**config.mk**
```make
export PLATFORM = sky130hd
export DESIGN_NAME = m65c02_microcycle_ctl_flat
export DESIGN_NICKNAME = d
export VERILOG_FILES = /design/src/rtl/m65c02_microcycle_ctl_if.sv /design/src/rtl/m65c02_microcycle_ctl.sv /design/src/flat_wrapper.sv
export SDC_FILE = /design/constraint.sdc
export NUM_CORES = 1
export LEC_CHECK = 0
export CORE_MARGIN = 4
export CORE_UTILIZATION = 56
export DETAILED_ROUTE_END_ITERATION = 10
export PLACE_DENSITY_LB_ADDON = 0.25
export SLEW_MARGIN = 15
export SYNTH_ARGS = -nofsm -noshare
export SYNTH_HDL_FRONTEND = slang
export SYNTH_SLANG_ARGS = --single-unit
```
**constraint.sdc**
```tcl
create_clock -name Clk -period 3.2 [get_ports Clk]
set_input_delay 0.32 -clock Clk [delete_from_list [all_inputs] [get_ports Clk]]
set_output_delay 0.32 -clock Clk [all_outputs]
set_load 0.02 [all_outputs]
```
**src/rtl/m65c02_microcycle_ctl_if.sv**
```systemverilog
// ---------------------------------------------------------------------------
// m65c02_microcycle_ctl_if
// Signals between the microcycle controller and its neighbours: the microword
// pipeline and memory interface (requests in), and the sequencer (Rdy out).
//   En    : global run enable
//   Len   : microcycle length minus 1 from the current microword
//   Wait  : memory wait request
//   Rdy   : microcycle complete, sequencer clock enable
//   Start : first clock of a microcycle
//   Cyc   : clock index within the microcycle
//   WS    : current clock is a wait state
//   BErr  : watchdog-forced completion pulse
// master = surrounding core logic, slave = the microcycle controller.
// ---------------------------------------------------------------------------
interface m65c02_microcycle_ctl_if;
    logic       En;
    logic [1:0] Len;
    logic       Wait;
    logic       Rdy;
    logic       Start;
    logic [1:0] Cyc;
    logic       WS;
    logic       BErr;

    modport master (
        output En, Len, Wait,
        input  Rdy, Start, Cyc, WS, BErr
    );

    modport slave (
        input  En, Len, Wait,
        output Rdy, Start, Cyc, WS, BErr
    );
endinterface

```
**src/rtl/m65c02_microcycle_ctl.sv**
```systemverilog
// ---------------------------------------------------------------------------
// m65c02_microcycle_ctl
// Generates Rdy, the microprogram sequencer clock enable, so that each
// microinstruction lasts Len+1 clocks, stretched by wait states while Wait is
// held on the last clock. A watchdog forces completion (with a one-clock BErr
// pulse) once pWaitMax consecutive wait states have elapsed.
// Ports:
//   Clk : module clock
//   Rst : asynchronous reset, active low
//   bus : slave side of m65c02_microcycle_ctl_if (En/Len/Wait in,
//         Rdy/Start/Cyc/WS/BErr out)
// Parameters:
//   pWaitMax   : wait states before forced completion (1..255)
//   pWCntWidth : wait counter width, 2**pWCntWidth > pWaitMax
// ---------------------------------------------------------------------------
module m65c02_microcycle_ctl #(
    parameter int pWaitMax   = 15,
    parameter int pWCntWidth = 8
) (
    input  logic                   Clk,
    input  logic                   Rst,
    m65c02_microcycle_ctl_if.slave bus
);

    logic                  run_q, run_d;
    logic [1:0]            cyc_q, cyc_d;
    logic [1:0]            len_r_q, len_r_d;
    logic [pWCntWidth-1:0] wcnt_q, wcnt_d;

    logic       act;
    logic [1:0] len_eff;
    logic       last;
    logic       to;
    logic       rdy, start, ws, berr;

    always_comb begin
        act     = run_q & bus.En;
        // Len is only trusted on the first clock; LenR carries it afterwards.
        len_eff = (cyc_q == 2'd0) ? bus.Len : len_r_q;
        last    = (cyc_q == len_eff);
        to      = (wcnt_q == pWCntWidth'(pWaitMax));

        start = act & (cyc_q == 2'd0);
        rdy   = act & last & (~bus.Wait | to);
        ws    = act & last & bus.Wait & ~to;
        berr  = act & last & bus.Wait & to;

        // Run sets on the first edge after reset release, independent of En,
        // which delays the first Rdy by one clock to match the sequencer.
        run_d   = 1'b1;
        cyc_d   = cyc_q;
        len_r_d = len_r_q;
        wcnt_d  = wcnt_q;

        if (act) begin
            if (cyc_q == 2'd0)
                len_r_d = bus.Len;
            if (rdy) begin
                cyc_d  = 2'd0;
                wcnt_d = '0;
            end else if (ws) begin
                wcnt_d = wcnt_q + pWCntWidth'(1);
            end else begin
                cyc_d = cyc_q + 2'd1;
            end
        end
    end

    always_ff @(posedge Clk or negedge Rst) begin
        if (!Rst) begin
            run_q   <= 1'b0;
            cyc_q   <= 2'd0;
            len_r_q <= 2'd0;
            wcnt_q  <= '0;
        end else begin
            run_q   <= run_d;
            cyc_q   <= cyc_d;
            len_r_q <= len_r_d;
            wcnt_q  <= wcnt_d;
        end
    end

    assign bus.Rdy   = rdy;
    assign bus.Start = start;
    assign bus.WS    = ws;
    assign bus.BErr  = berr;
    // cyc_q is cleared by reset and cannot advance until Run is set, so it
    // already reads 0 whenever Rst=0 or Run=0.
    assign bus.Cyc   = cyc_q;

endmodule

```
**src/flat_wrapper.sv**
```systemverilog
// flat-port wrapper written by rule: the top's interface ports become plain ports
module m65c02_microcycle_ctl_flat 
#(
    parameter int pWaitMax   = 15,
    parameter int pWCntWidth = 8
)
  (Clk, Rst, bus_En, bus_Len, bus_Wait, bus_Rdy, bus_Start, bus_Cyc, bus_WS, bus_BErr);
  m65c02_microcycle_ctl_if bus_i ();
  input  logic Clk;
  input  logic Rst;
  input wire logic [$bits(bus_i.En)-1:0] bus_En;
  input wire logic [$bits(bus_i.Len)-1:0] bus_Len;
  input wire logic [$bits(bus_i.Wait)-1:0] bus_Wait;
  output wire logic [$bits(bus_i.Rdy)-1:0] bus_Rdy;
  output wire logic [$bits(bus_i.Start)-1:0] bus_Start;
  output wire logic [$bits(bus_i.Cyc)-1:0] bus_Cyc;
  output wire logic [$bits(bus_i.WS)-1:0] bus_WS;
  output wire logic [$bits(bus_i.BErr)-1:0] bus_BErr;
  assign bus_i.En = bus_En;
  assign bus_i.Len = bus_Len;
  assign bus_i.Wait = bus_Wait;
  assign bus_Rdy = bus_i.Rdy;
  assign bus_Start = bus_i.Start;
  assign bus_Cyc = bus_i.Cyc;
  assign bus_WS = bus_i.WS;
  assign bus_BErr = bus_i.BErr;
  m65c02_microcycle_ctl #(.pWaitMax(pWaitMax), .pWCntWidth(pWCntWidth)) u_core (.Clk(Clk), .Rst(Rst), .bus(bus_i));
endmodule
```
* Yosys cells after proc, flatten, opt, wreduce, memory -nomap -nowiden *
Cells that the tools add are included.

storage, ports and cells
  output and inout port bits = 6
  memories = 0
  latch bits = 0
  bits in writable memories = 0
  word-level logic and storage cells = 28
  bits in registers = 13
  input port bits = 6
  ROM bits = 0

operators by class
  equality and inequality tests = 3
  add/subtract/negate cells = 2
  multiply operators = 0
  bitwise gates (word level) = 10
  order comparisons = 0
  shift-type cells = 0
  multiplexer cells = 5
  reduce and logical (&&, ||, !) cells = 4
  div/mod/pow operators = 0

operators with widths
  kind                   count
  $mux W8                2
  $add A8 B1 Y8 const B  1
  $eq A8 B4 Y1 const B   1
  $and A1 B1 Y1          7
  $mux W2                3
  $reduce_and A2 Y1      2
  $add A2 B1 Y2 const B  1
  $eq A2 B2 Y1           1
  $logic_not A2 Y1       1
  $ne A2 B2 Y1 const B   1
  $not A1 Y1             2
  $reduce_bool A2 Y1     1
  $or A1 B1 Y1           1

* Logic depth before layout (Yosys ltp) *
  depth in word-level cells = 8
  gate-level depth with buffers = 6
  gate-level depth less buffers = 6

* Least setup slack after synthesis *
OpenSTA, ideal clock, no wires.

  path kind = flip-flop to output port
  start point = register u_core.cyc_q[0] (netlist: u_core.bus.Cyc[0])
  end point = output bus_BErr
  data required time = 2.880 ns
  buffers on the path = 0
  arrival time = 1.866 ns
  cell stages (with the launch flop) = 7
  setup slack = 1.014 ns
  path through = dfrtp_1 > inv_1 > ha_1 > mux2i_1 > xnor2_2 > nor3_1 > and3_1

on the way
  word-level cells in the longest chain between the ends = 6

RTL lines
  element                        RTL line                     text
  from (decl)                    m65c02_microcycle_ctl.sv:26  logic [1:0] cyc_q, cyc_d;
  from (signal assigned)         m65c02_microcycle_ctl.sv:77  cyc_q <= cyc_d;
  $logic_not A2 Y1               m65c02_microcycle_ctl.sv:39  len_eff = (cyc_q == 2'd0) ? bus.Len : len_r_q;
  $mux W2                        m65c02_microcycle_ctl.sv:39
  $eq A2 B2 Y1 *                 m65c02_microcycle_ctl.sv:40  last = (cyc_q == len_eff);
  $and A1 B1 Y1 * (3 in series)  m65c02_microcycle_ctl.sv:46  berr = act & last & bus.Wait & to;
  to (decl)                      flat_wrapper.sv:18           output wire logic [$bits(bus_i.BErr)-1:0] bus_BErr;

Every way passes the cells marked *; elsewhere a longest branch is shown, timed or not.

* Final worst setup path *
Same ends and word-level chain as after synthesis.

==> flow_metrics.env <==
export IMPL_hold_viol=0
export IMPL_async_reset_ff_share_pct=100
export IMPL_grt_pass1_vias=683
export IMPL_grt_pass1_wl_um=3150
export IMPL_dpl_hpwl_um=1290
export IMPL_yosysTopAreaCellShare_pct=39.8
export IMPL_period_share_pct=95.0
export IMPL_vias=693
export IMPL_ys_seq_area_share_pct=39.8
export IMPL_wl_um=1780
export IMPL_yosysUniqueCellTypes=33
export IMPL_io_pins=12
export IMPL_arrival_ns=2.72
export IMPL_syn_avg_cell_area_um2=10.6
export IMPL_layout_setup_ws_ns=0.161
export IMPL_die_height_um=46.2
export IMPL_rsz0062_at_grt="no"
export IMPL_start_kind="flop"
export IMPL_drt_initial_drc_count=23
export IMPL_synth_area_leaders="dfrtp_1, xnor2_2, mux2i_1"
export IMPL_finalMaxSlewViolations=0
export IMPL_pre_cts_ws_ns=0.484
export IMPL_syn_nets=85
export IMPL_fin_crit_ns=3.04
export IMPL_vdd_drop_max_mv=0.665
export IMPL_route_detailed_drc=0
export IMPL_run_status="finished clean"
export IMPL_clockRootBuffer="clkbuf_4"
export IMPL_cap_violations=0
export IMPL_ant_nets=0
export IMPL_insertion_delay_ns=0.28
export IMPL_finalSetupTns_ns=0
export IMPL_crit_slowest_cell="clkdlybuf4s50_1"
export IMPL_worst_setup_path_end_kind="primary output"
export IMPL_start_util_pct=61.3
export IMPL_first_pass_iters=4
export IMPL_netlist_instances=77
export IMPL_synth_edff_count=0
export IMPL_syn_to_final_growth_pct=19.9
export IMPL_clk_pin_slew_ns=0.08
export IMPL_die_area_mm2=0.00213
export IMPL_critPathMaxFanout=9
export IMPL_routed_via_density=6.42
export IMPL_cts_resized=0
export IMPL_clock_skew_ns=0.00500
export IMPL_num_antenna_cells=0
export IMPL_die_w_um=46.2
export IMPL_num_rows=13
export IMPL_crit_required_ns=2.88
export IMPL_core_area_mm2=0.00133
export IMPL_cts_max_level=1
export IMPL_crit_chain="inv_1 > ha_1 > mux2i_1 > xnor2_2 > nor3_1 > and3_1 > clkdlybuf4s50_1"
export IMPL_drive_gt1_share_pct=12.9
export IMPL_antenna_found_initial=0
export IMPL_synth_seq_cells=13
export IMPL_worst_path_buf_inv=2
export IMPL_powerDensity_mw_per_mm2=853
export IMPL_fin_nets=102
export IMPL_wire_per_inst_um=16.5
export IMPL_clkSinkCount=13
export IMPL_ctsHoldBuffers=0
export IMPL_tightest_slew_ns=0.608
export IMPL_grt_start_max_net_pins=14
export IMPL_gp_congestion=0.860
export IMPL_yosysTopAreaCell="dfrtp_1"
export IMPL_gr_total_overflow=0
export IMPL_cts_tree="done"
export IMPL_port_buffer_count=11
export IMPL_layout_common_cells="dfrtp_1, clkdlybuf4s50_1, inv_1"
export IMPL_slew_headroom_pct=59.4
export IMPL_cts_buffers=3
export IMPL_setup_viol=0
export IMPL_hp_class="in2async"
export IMPL_yosys_warnings=0
export IMPL_post_cts_buffers=0
export IMPL_gr_usage_all_layers_pct=21.7
export IMPL_slowest_delay_ns=0.59
export IMPL_crit_type="reg2out"
export IMPL_crit_family="buffers and inverters"
export IMPL_fmax_ghz=0.329
export IMPL_synth_ff_type="dfrtp_1"
export IMPL_synth_area_um2=817
export IMPL_power_leakage_nw=0.405
export IMPL_layout_commonest_cell="dfrtp_1"
export IMPL_clockBufferDepth=2
[synthesized netlist by cell type (2+ instances only)]
master,count
dfrtp_1,13
nand2b_1,2
a2111oi_0,3
o41ai_1,2
mux2_2,2
nand2_1,5
o31ai_1,3
xnor2_2,2
xnor2_1,2
ha_1,2
and3_1,3
nand4_1,2
mux2i_1,3
inv_1,7
nand3_1,4
o211ai_1,2
o22ai_1,4
[stage by stage]
step	total power, mW	std cells	utilization, %	hold WS, ns	area (um2)
6_report	0.836	108	73.5	0.413	980
5_1_grt	0.904	108	73.5	0.451	980
4_1_cts	0.836	108	73.5	0.434	980
3_5_place_dp	0.727	104	71.5	0.500	953
3_3_place_gp	0.714	104	71.5	0.495	953
2_1_floorplan	0.612	77	-	0.0244	817
[power breakdown]
part	switching (mW)	leakage [nW]	total (mW)	internal (mW)
combinational	0.240	0.225	0.424	0.185
sequential	0.0812	0.165	0.308	0.227
clock	0.0552	0.0150	0.104	0.0485
[worst reg2reg max path, delay by kind of cell (launching register included)]
kind                       cells  cell delay (ns)
adders and majority gates      1             0.23
AOI/OAI and AO/OA              2             0.70
buffers and inverters          1             0.12
xor gates and xnor gates       1             0.21
muxes                          1             0.37
DFF                            1             0.45
[flip-flops by register name (all words and copies together), names as in the netlist]
register	count
u_core.bus.Cyc	2
u_core.len_r_q	2
u_core.run_q	1
u_core.wcnt_q	8
[routing by layer]
layer	part of all wire (%)	track usage, %	vias to the layer above
met3	6.6	5.08	5
met5	0	0	-
met4	2.2	10.2	0
met2	48	33.2	28
met1	43	28.5	327
li1	-	-	333
[worst paths after layout]
path / slack, ns / endpoint / start / cells after the start
setup / recovery: 0.16 / bus_BErr / u_core.bus.Cyc[0] / 7
hold / removal: 0.41 / u_core.wcnt_q[3] / Rst / 1
min in group Clk: 0.51 / u_core.len_r_q[0] / u_core.len_r_q[0] / 1
max in group asynchronous: 2.39 / u_core.bus.Cyc[1] / Rst / 1
hold reg to reg: 0.51 / u_core.len_r_q[0] / u_core.len_r_q[0] / 1
setup reg to reg: 0.99 / u_core.wcnt_q[3] / u_core.bus.Cyc[0] / 6
[logic make-up after synthesis]
family,share of synthesized area (%)
and+or+nand+nor,17.6
xor gates and xnor gates,6.13
buffers and inverters,3.22
adders and majority gates,3.06
DFF,39.8
AOI/OAI and AO/OA,23.3
other,0.459
muxes,6.43
[area by class of cell]
| cell class | instances | area [um2] |
|---|---|---|
| timing repair buffer | 12 | 118 |
| fill | 97 | 354 |
| inverter | 7 | 26.3 |
| sequential | 13 | 325 |
| multi-input combinational | 57 | 465 |
| clock buffer | 4 | 26.3 |
| tap | 15 | 18.8 |
Note: power is estimated with default switching activity, not from simulation.
